**src/rtl/keypad_scanner_if.sv**
```systemverilog
// ============================================================================
//  Module      : keypad_scanner_if
//  Description : Keypad-side signal bundle for keypad_scanner. The master
//                modport is the scanner (drives columns, reports keys); the
//                slave modport is the keypad matrix / downstream consumer.
//  Revision    : 1.0 - initial release
// ============================================================================
`default_nettype none

interface keypad_scanner_if;
    logic [4:0] row_n;      // keypad rows, active-low, asynchronous
    logic [4:0] col_n;      // column drive, active-low, one-cold
    logic       newkey;     // one-cycle pulse per accepted press
    logic [4:0] keycode;    // code of the last accepted key
    logic       keydown;    // accepted key still held

    modport master (
        input  row_n,
        output col_n,
        output newkey,
        output keycode,
        output keydown
    );

    modport slave (
        output row_n,
        input  col_n,
        input  newkey,
        input  keycode,
        input  keydown
    );
endinterface

`default_nettype wire

```
**src/rtl/keypad_scanner.sv**
```systemverilog
// ============================================================================
//  Module      : keypad_scanner
//  Description : 5x5 matrix keypad scanner and debouncer. Rotates a single
//                low column, debounces one key at a time and emits a
//                one-cycle newkey pulse with a 5-bit keycode per press.
//  Revision    : 1.0 - initial release
// ============================================================================
`default_nettype none

module keypad_scanner #(
    parameter int SCAN_DIV     = 1000,
    parameter int DEBOUNCE_CNT = 8
) (
    input  wire logic        clk,
    input  wire logic        rst,
    keypad_scanner_if.master kp
);

    localparam int TW = (SCAN_DIV > 1) ? $clog2(SCAN_DIV) : 1;
    localparam int CW = $clog2(DEBOUNCE_CNT + 1);

    localparam logic [TW-1:0] c_timer_last = TW'(SCAN_DIV - 1);
    localparam logic [CW-1:0] c_cnt_done   = CW'(DEBOUNCE_CNT);
    localparam logic [CW-1:0] c_cnt_one    = CW'(1);
    localparam logic [4:0]    c_rows_idle  = 5'b11111;
    localparam logic [2:0]    c_col_last   = 3'd4;

    typedef enum logic [1:0] {
        ST_SCAN     = 2'd0,
        ST_DEBOUNCE = 2'd1,
        ST_PRESSED  = 2'd2,
        ST_RELEASE  = 2'd3
    } state_t;

    // Synchronizer and dwell timer
    logic [4:0]    r_row_meta;
    logic [4:0]    r_row_sync;
    logic [TW-1:0] r_timer;

    // FSM state and datapath registers
    state_t        r_state;
    logic [2:0]    r_col;
    logic [4:0]    r_pat;
    logic [CW-1:0] r_cnt;
    logic          r_newkey;
    logic [4:0]    r_keycode;
    logic          r_keydown;

    // Next-state values
    state_t        w_state_nxt;
    logic [2:0]    w_col_nxt;
    logic [4:0]    w_pat_nxt;
    logic [CW-1:0] w_cnt_nxt;
    logic          w_newkey_nxt;
    logic [4:0]    w_keycode_nxt;
    logic          w_keydown_nxt;

    // Helpers
    logic          w_sample;
    logic [4:0]    w_row_low;
    logic          w_any_low;
    logic          w_one_low;
    logic [2:0]    w_col_adv;
    logic [CW-1:0] w_cnt_inc;
    logic [2:0]    w_row_idx;
    logic [4:0]    w_code;
    logic          w_code_ok;

    // Two-flop synchronizer on the asynchronous row inputs
    always_ff @(posedge clk) begin
        if (rst) begin
            r_row_meta <= c_rows_idle;
            r_row_sync <= c_rows_idle;
        end else begin
            r_row_meta <= kp.row_n;
            r_row_sync <= r_row_meta;
        end
    end

    // Free-running dwell timer; the last dwell cycle is the sample point
    always_ff @(posedge clk) begin
        if (rst || (r_timer == c_timer_last)) begin
            r_timer <= '0;
        end else begin
            r_timer <= r_timer + TW'(1);
        end
    end

    assign w_sample  = (r_timer == c_timer_last);
    assign w_row_low = ~r_row_sync;
    assign w_any_low = (w_row_low != 5'd0);
    assign w_one_low = w_any_low && ((w_row_low & (w_row_low - 5'd1)) == 5'd0);
    assign w_col_adv = (r_col == c_col_last) ? 3'd0 : (r_col + 3'd1);
    assign w_cnt_inc = r_cnt + c_cnt_one;

    // Row index of the single low bit in the latched pattern
    always_comb begin
        w_row_idx = 3'd0;
        for (int i = 4; i >= 0; i--) begin
            if (!r_pat[i]) begin
                w_row_idx = 3'(i);
            end
        end
    end

    // Key map: (row, column) of the latched press to keycode and validity
    always_comb begin
        w_code    = 5'b00000;
        w_code_ok = 1'b0;
        if ((w_row_idx < 3'd4) && (r_col < 3'd4)) begin
            w_code    = {1'b1, w_row_idx[1:0], r_col[1:0]};
            w_code_ok = 1'b1;
        end else if (w_row_idx == 3'd4) begin
            w_code_ok = 1'b1;
            case (r_col)
                3'd0:    w_code = 5'b01001;     // ADD
                3'd1:    w_code = 5'b00001;     // SUB
                3'd2:    w_code = 5'b01010;     // MULT
                3'd3:    w_code = 5'b00100;     // EQUALS
                default: w_code_ok = 1'b0;      // r4 c4 unused
            endcase
        end else begin
            w_code_ok = 1'b1;
            case (w_row_idx)
                3'd0:    w_code = 5'b01011;     // BACKSPACE
                3'd1:    w_code = 5'b00011;     // CLEAR-ALL
                default: w_code_ok = 1'b0;      // r2-r3 c4 unused
            endcase
        end
    end

    // Next-state and output logic; outputs are loaded on the edge that
    // enters PRESSED so newkey/keycode/keydown are visible in that cycle
    always_comb begin
        w_state_nxt   = r_state;
        w_col_nxt     = r_col;
        w_pat_nxt     = r_pat;
        w_cnt_nxt     = r_cnt;
        w_newkey_nxt  = 1'b0;
        w_keycode_nxt = r_keycode;
        w_keydown_nxt = r_keydown;

        case (r_state)
            ST_SCAN: begin
                if (w_sample) begin
                    if (w_any_low) begin
                        w_pat_nxt   = r_row_sync;
                        w_cnt_nxt   = c_cnt_one;
                        w_state_nxt = ST_DEBOUNCE;
                    end else begin
                        w_col_nxt   = w_col_adv;
                    end
                end
            end

            ST_DEBOUNCE: begin
                if (w_sample) begin
                    if ((r_row_sync == r_pat) && w_one_low) begin
                        w_cnt_nxt = w_cnt_inc;
                        if (w_cnt_inc == c_cnt_done) begin
                            w_state_nxt = ST_PRESSED;
                            if (w_code_ok) begin
                                w_newkey_nxt  = 1'b1;
                                w_keycode_nxt = w_code;
                                w_keydown_nxt = 1'b1;
                            end
                        end
                    end else begin
                        // Bounce, release or multiple keys in this column
                        w_state_nxt = ST_SCAN;
                        w_col_nxt   = w_col_adv;
                        w_cnt_nxt   = '0;
                    end
                end
            end

            ST_PRESSED: begin
                w_state_nxt = ST_RELEASE;
                w_cnt_nxt   = '0;
            end

            ST_RELEASE: begin
                if (w_sample) begin
                    if (w_any_low) begin
                        w_cnt_nxt = '0;
                    end else if (w_cnt_inc == c_cnt_done) begin
                        w_state_nxt   = ST_SCAN;
                        w_col_nxt     = w_col_adv;
                        w_cnt_nxt     = '0;
                        w_keydown_nxt = 1'b0;
                    end else begin
                        w_cnt_nxt = w_cnt_inc;
                    end
                end
            end

            default: begin
                w_state_nxt = ST_SCAN;
            end
        endcase
    end

    // FSM state and datapath register
    always_ff @(posedge clk) begin
        if (rst) begin
            r_state   <= ST_SCAN;
            r_col     <= 3'd0;
            r_pat     <= c_rows_idle;
            r_cnt     <= '0;
            r_newkey  <= 1'b0;
            r_keycode <= 5'b00000;
            r_keydown <= 1'b0;
        end else begin
            r_state   <= w_state_nxt;
            r_col     <= w_col_nxt;
            r_pat     <= w_pat_nxt;
            r_cnt     <= w_cnt_nxt;
            r_newkey  <= w_newkey_nxt;
            r_keycode <= w_keycode_nxt;
            r_keydown <= w_keydown_nxt;
        end
    end

    assign kp.col_n   = ~(5'b00001 << r_col);
    assign kp.newkey  = r_newkey;
    assign kp.keycode = r_keycode;
    assign kp.keydown = r_keydown;

endmodule

`default_nettype wire

```
**src/flat_wrapper.sv**
```systemverilog
// flat-port wrapper written by rule: the top's interface ports become plain ports
module keypad_scanner_flat 
#(
    parameter int SCAN_DIV     = 1000,
    parameter int DEBOUNCE_CNT = 8
)
  (clk, rst, kp_row_n, kp_col_n, kp_newkey, kp_keycode, kp_keydown);
  keypad_scanner_if kp_i ();
  input  wire logic clk;
  input  wire logic rst;
  input wire logic [$bits(kp_i.row_n)-1:0] kp_row_n;
  output wire logic [$bits(kp_i.col_n)-1:0] kp_col_n;
  output wire logic [$bits(kp_i.newkey)-1:0] kp_newkey;
  output wire logic [$bits(kp_i.keycode)-1:0] kp_keycode;
  output wire logic [$bits(kp_i.keydown)-1:0] kp_keydown;
  assign kp_i.row_n = kp_row_n;
  assign kp_col_n = kp_i.col_n;
  assign kp_newkey = kp_i.newkey;
  assign kp_keycode = kp_i.keycode;
  assign kp_keydown = kp_i.keydown;
  keypad_scanner #(.SCAN_DIV(SCAN_DIV), .DEBOUNCE_CNT(DEBOUNCE_CNT)) u_core (.clk(clk), .rst(rst), .kp(kp_i));
endmodule
```
**config.mk**
```make
export PLATFORM = sky130hd
export DESIGN_NAME = keypad_scanner_flat
export DESIGN_NICKNAME = d
export VERILOG_FILES = /design/src/rtl/keypad_scanner_if.sv /design/src/rtl/keypad_scanner.sv /design/src/flat_wrapper.sv
export SDC_FILE = /design/constraint.sdc
export NUM_CORES = 1
export LEC_CHECK = 0
export CORE_MARGIN = 2
export CORE_UTILIZATION = 45
export CTS_CLUSTER_DIAMETER = 80
export DETAILED_ROUTE_END_ITERATION = 8
export GPL_TIMING_DRIVEN = 0
export PLACE_DENSITY = 0.65
export SYNTH_ARGS = -nofsm -noshare
export SYNTH_HDL_FRONTEND = slang
export SYNTH_SLANG_ARGS = --single-unit
```
**constraint.sdc**
```tcl
create_clock -name clk -period 5.2 [get_ports clk]
set_input_delay 1.3 -clock clk [delete_from_list [all_inputs] [get_ports clk]]
set_output_delay 1.3 -clock clk [all_outputs]
set_load 0.05 [all_outputs]
```
==> flow_summary.yaml, run 1 <==
outcome:
  status: "completed"
synthesis:
  synth.avg_cell_area_sq_um: 8.87
  async_reset_ff_frac: 0
  ys.flop_type: "dfxtp_1"
  synth-edff-count: 0
  syn_inst: 231
  syn_area_sq_mm: 0.00205
  ys_seq_area_frac: 0.400
  synth_nets: 245
  yosys_warnings: 0
  synth_cell_types: 55
  yosys_register_bits: 41
timing:
  hold_violations: 0
  final.period_utilization: 0.665
  fin_skew_ns: 0.00849
  period_needed_ns: 3.46
  slew_headroom: 0.522
  fmax_mhz: 289
  worst_pin_slew_ns: 0.710
  holdWs_ns: 0.411
  rsz0062_at_grt: "false"
  finalSetupViolCount: 0
  setup_tns_ns: 0
  drv_slew: 0
cts:
  h-tree-depth: 2
  ctsResizeCount: 0
  cts_hold_buf: 0
  clk_latency_ns: 0.30
  cts_sinks: 41
  cts-buffers-inserted: 5
  cts.clk_slew.worst_paths_ns: 0.08
  root_buffer: "clkbuf_8"
  cts_setup_buffers: 0
  clock_path_buffers: 2
  cts_tree: "built"
route:
  ant_nets: 0
  post-route-drc-count: 0
  wl_per_cell_um: 13.9
  viasPerCell: 5.56
  vias: 1718
  drt-pass1-iter-count: 4
  wirelength_mm: 4.30
  first_iter_violations: 156
layout:
  areaGrowthSynthToFinish_pct: 17.8
  final_cell_area_sq_mm: 0.00241
  n_antenna_cell: 0
  post_route_cells_drive_above_1_share: 0.109
  postLayoutCoreUtil: 0.551
  nets: 270
  layout_common_cells: "41 x dfxtp_1, 23 x nand2_1, 18 x clkdlybuf4s50_1"
  layout_commonest_cell: "dfxtp_1"
placed_design:
  gp_congestion: 0.848
  port_buffers: 18
  place_hpwl_mm: 3.13
  placed_cell_area_sq_mm: 0.00229
global_route:
  grt-ovfl-total: 0
  antenna_found_initial: 0
  grt_max_degree: 14
  grt_pass1_wl_mm: 7.36
  grt_pass1_vias: 1514
  grt_usage: 0.184
power_and_ir_drop:
  ir_drop_uv: 124
  power.density_mw_per_mm2: 257
  p_leak_nw: 0.883
critical_path:
  worst_ep_required_time_ns: 3.90
  worstSetupPathType: "flop to output pin"
  crit_arrival_ns: 2.16
  end_kind: "output pin"
  r2r_cells: 6
  crit_fanout: 9
  worst_setup_path_start_kind: "flop"
floorplanning:
  std_cell_rows: 24
  fp.dieH_um: 71.5
  fp.dieW_um: 71.5
  die-area_sq_mm: 0.00511
  fp.coreArea_sq_mm: 0.00438
  start_util: 0.467
  ios: 19
min_path:
  hold-path-cell-count: 1
  hp-class: "flop to flop"
job:
  cap_violations: 0
-- flip-flops by register name, summed over array words and instances, names as in the netlist, named ones only --
signal / count
u_core.r_timer: 10
u_core.kp.keycode: 5
u_core.r_pat: 5
u_core.r_row_meta: 5
u_core.r_row_sync: 5
u_core.r_cnt: 4
u_core.r_col: 3
u_core.kp.keydown: 1
u_core.kp.newkey: 1
u_core.r_state: 1
-- worst max-delay path: stages, from the launching register on --
cell             delay (ns)
dfxtp_1                0.44
clkinv_1               0.26
ha_1                   0.28
inv_1                  0.08
clkdlybuf4s50_1        0.80
-- final cells by class --
class / instances / area (sq um)
buffer: 9 / 40.0
clock inverter: 2 / 37.5
fill: 411 / 1970
multi-input combinational: 170 / 1150
timing repair buffer: 18 / 180
sequential: 41 / 821
clock buffer: 6 / 82.6
tap: 52 / 65.1
inverter: 11 / 41.3
-- per-layer routing --
| metal | global-route usage | share of wire | vias up | wire length (um) |
|---|---|---|---|---|
| li1 | - | - | 886 | - |
| met1 | 0.284 | 0.54 | 789 | 2300 |
| met2 | 0.249 | 0.40 | 38 | 1730 |
| met3 | 0.0422 | 0.047 | 5 | 201 |
| met4 | 0.0629 | 0.015 | 0 | 64 |
| met5 | 0 | 0 | - | 0 |
-- kinds of logic (layout without fill, tap and decap cells) --
group	count (synthesis)	after routing	synth area share
buffers and inverters	20	46	0.0397
DFF	41	41	0.400
xor gates and xnor gates	9	9	0.0385
AOI/OAI and AO/OA	55	55	0.203
muxes	6	6	0.0299
adders and majority gates	7	7	0.0427
and+or+nand+nor	93	93	0.245
-- synth_stat cells (all sizes together), types with 3 or more instances --
| cell | n | area share |
|---|---|---|
| xor2 | 5 | 0.021 |
| o311ai | 3 | 0.013 |
| inv | 10 | 0.018 |
| nor2b | 4 | 0.012 |
| or2 | 10 | 0.031 |
| ha | 7 | 0.043 |
| xnor2 | 4 | 0.017 |
| clkbuf | 5 | 0.0092 |
| nand4 | 3 | 0.012 |
| nor3 | 4 | 0.012 |
| a211oi | 4 | 0.015 |
| buf | 4 | 0.010 |
| nand3 | 10 | 0.024 |
| nand2 | 23 | 0.042 |
| a31oi | 7 | 0.021 |
| a21oi | 6 | 0.015 |
| o21ai | 14 | 0.034 |
| or3 | 5 | 0.018 |
| mux2i | 5 | 0.024 |
| and3 | 6 | 0.018 |
| dfxtp | 41 | 0.40 |
| nor2 | 15 | 0.027 |
-- worst paths after layout --
| path | from | end | slack, ns |
|---|---|---|---|
| setup reg to reg | u_core.r_cnt[0]$_SDFFE_PP0P_ | u_core.kp.keycode[4]$_SDFFE_PP0P_ | 2.97 |
| setup / recovery | u_core.r_col[2]$_SDFFE_PP0P_ | kp_col_n[3] | 1.74 |
| hold reg to reg | u_core.r_row_meta[2]$_SDFF_PP1_ | u_core.r_row_sync[2]$_SDFF_PP1_ | 0.41 |
| hold / removal | u_core.r_row_meta[2]$_SDFF_PP1_ | u_core.r_row_sync[2]$_SDFF_PP1_ | 0.41 |
-- power breakdown --
part	internal [W]	leakage [nW]	total [W]	switching [W]
combinational	0.0000130	0.493	0.0000296	0.0000166
sequential	0.000319	0.333	0.000323	0.00000414
clock	0.000156	0.0574	0.000269	0.000113
-- per-stage QoR --
stage	power [W]	worst slack [ns]	std cells
after floorplan	0.000349	2.75	231
after global routing	0.000649	1.62	309
after global placement	0.000360	2.00	301
after detailed placement	0.000360	2.06	301
after CTS	0.000627	1.74	309
final	0.000622	1.74	309
Note: power is estimated with default switching activity, not from simulation.
==> run 2: changes to the inputs <==
==> constraint.sdc (replaced) <==
create_clock -name clk -period 3.31 [get_ports clk]
set_input_delay 0.8275 -clock clk [delete_from_list [all_inputs] [get_ports clk]]
set_output_delay 0.8275 -clock clk [all_outputs]
set_load 0.05 [all_outputs]
==> results of run 2 <==
Same layout as run 1 (identical final DEF). Status: completed.
Among the figures that moved: setup slack after placement 2.06 ns -> 0.639 ns; setup slack after layout 1.74 ns -> 0.323 ns; register-to-register setup slack 2.97 ns -> 1.08 ns; total power 0.000622 W -> 0.000976 W; worst IR drop on VDD 124 uV -> 195 uV
==> run 3: changes to the inputs <==
--- a/config.mk
+++ b/config.mk
@@ -9,7 +9,7 @@
 export CORE_UTILIZATION = 45
 export CTS_CLUSTER_DIAMETER = 80
 export DETAILED_ROUTE_END_ITERATION = 8
-export GPL_TIMING_DRIVEN = 0
+export GPL_TIMING_DRIVEN = 1
 export PLACE_DENSITY = 0.65
 export SYNTH_ARGS = -nofsm -noshare
 export SYNTH_HDL_FRONTEND = slang
==> flow_summary.yaml, run 3 (synthesis gave the netlist of run 1 again) <==
outcome:
  status: "completed"
route:
  vias: 1741
  wl_per_cell_um: 13.8
  first_iter_violations: 76
  drt-pass1-iter-count: 4
  viasPerCell: 5.76
  post-route-drc-count: 0
  ant_nets: 0
  wirelength_mm: 4.18
floorplanning:
  die-area_sq_mm: 0.00511
  ios: 19
  fp.dieW_um: 71.5
  start_util: 0.467
  fp.dieH_um: 71.5
  std_cell_rows: 24
  fp.coreArea_sq_mm: 0.00438
layout:
  final_cell_area_sq_mm: 0.00235
  nets: 263
  layout_commonest_cell: "dfxtp_1"
  post_route_cells_drive_above_1_share: 0.0960
  n_antenna_cell: 0
  final_cells: 302
  layout_common_cells: "41 x dfxtp_1, 23 x nand2_1, 18 x clkdlybuf4s50_1"
  areaGrowthSynthToFinish_pct: 14.7
  largest_reg_flops: 10
  top_register: "u_core.r_timer"
cts:
  cts_sinks: 41
  root_buffer: "clkbuf_8"
  cts_hold_buf: 0
  cts_setup_buffers: 0
  ctsResizeCount: 0
  h-tree-depth: 2
  cts-buffers-inserted: 5
  cts_tree: "built"
  cts.clk_slew.worst_paths_ns: 0.07
  clock_path_buffers: 2
  clk_latency_ns: 0.29
timing:
  fmax_mhz: 340
  fin_skew_ns: 0.0115
  setup_tns_ns: 0
  period_needed_ns: 2.94
  hold_violations: 0
  setup_ws_ns: 0.372
  final.period_utilization: 0.888
  slew_headroom: 0.441
  worst_pin_slew_ns: 0.831
  rsz0062_at_grt: "false"
  drv_slew: 0
  finalSetupViolCount: 0
placed_design:
  gp_congestion: 0.865
  placed_cells: 294
  port_buffers: 18
  place_hpwl_mm: 3.00
  dp_slack_ns: 0.707
  placed_cell_area_sq_mm: 0.00227
critical_path:
  crit_path_start: "u_core.r_col[2]$_SDFFE_PP0P_"
  worst_setup_path_start_kind: "flop"
  worst_ep_required_time_ns: 2.48
  worstSetupPathType: "flop to output pin"
  crit_fanout: 9
  rr_startpoint: "u_core.r_cnt[0]$_SDFFE_PP0P_"
  end_kind: "output pin"
  crit_arrival_ns: 2.11
global_route:
  grt_pass1_vias: 1524
  grt_pass1_wl_mm: 7.04
  antenna_found_initial: 0
  grt_usage: 0.174
  grt_max_degree: 19
  grt-ovfl-total: 0
power_and_ir_drop:
  power.density_mw_per_mm2: 366
  ir_drop_uv: 345
  p_leak_nw: 0.855
min_path:
  hp-class: "flop to flop"
  hp-start: "u_core.r_row_meta[2]$_SDFF_PP1_"
job:
  cap_violations: 0
==> run 3: cell types whose count changed in the layout (fill, tap and decap cells not counted) <==
cell	before	now
bufinv_16	1	0
buf_2	2	0
buf_1	1	0
buf_4	1	2
clkbuf_8	6	5
clkbuf_1	5	3
clkinvlp_4	1	0
==> run 3: layer usage <==
metal / track usage / up-vias / wire [um]
met3: 0.0436 / 4 / 150
li1: - / 872 / -
met4: 0.0671 / 0 / 40
met2: 0.244 / 35 / 1770
met1: 0.254 / 830 / 2220
met5: 0 / - / 0
==> run 3: cell type report <==
class	instances	area (sq um)
fillers	430	2030
multi-input cells	170	1150
flip-flops and latches	41	821
repair buffers	20	195
clock buffers	8	80.1
well taps	52	65.1
inverters	11	41.3
==> run 3: critical path: stages (launching register included) <==
cell,delay [ns]
dfxtp_1,0.44
clkinv_1,0.25
ha_1,0.27
inv_1,0.06
clkdlybuf4s50_1,0.79
==> run 3: metrics by stage <==
stage                     hold slack [ns]  utilization  total power, W
final                               0.409        0.536        0.000860
after global routing                0.430        0.536        0.000904
after CTS                           0.411        0.536        0.000875
after detailed placement            0.392        0.518        0.000565
after global placement              0.390        0.518        0.000564
after floorplan                     0.389            -        0.000549
==> run 3: worst paths after layout <==
kind | slack [ns] | to | cells past startpoint
hold / removal | 0.41 | u_core.r_row_sync[2]$_SDFF_PP1_ | 1
setup / recovery | 0.37 | kp_col_n[3] | 4
hold reg to reg | 0.41 | u_core.r_row_sync[2]$_SDFF_PP1_ | 1
setup reg to reg | 0.99 | u_core.kp.keycode[4]$_SDFFE_PP0P_ | 6
==> run 3: where the power goes <==
part	switching (W)	internal, W
clock network	0.000157	0.000150
logic	0.0000246	0.0000201
registers	0.00000678	0.000502
total	0.000188	0.000672
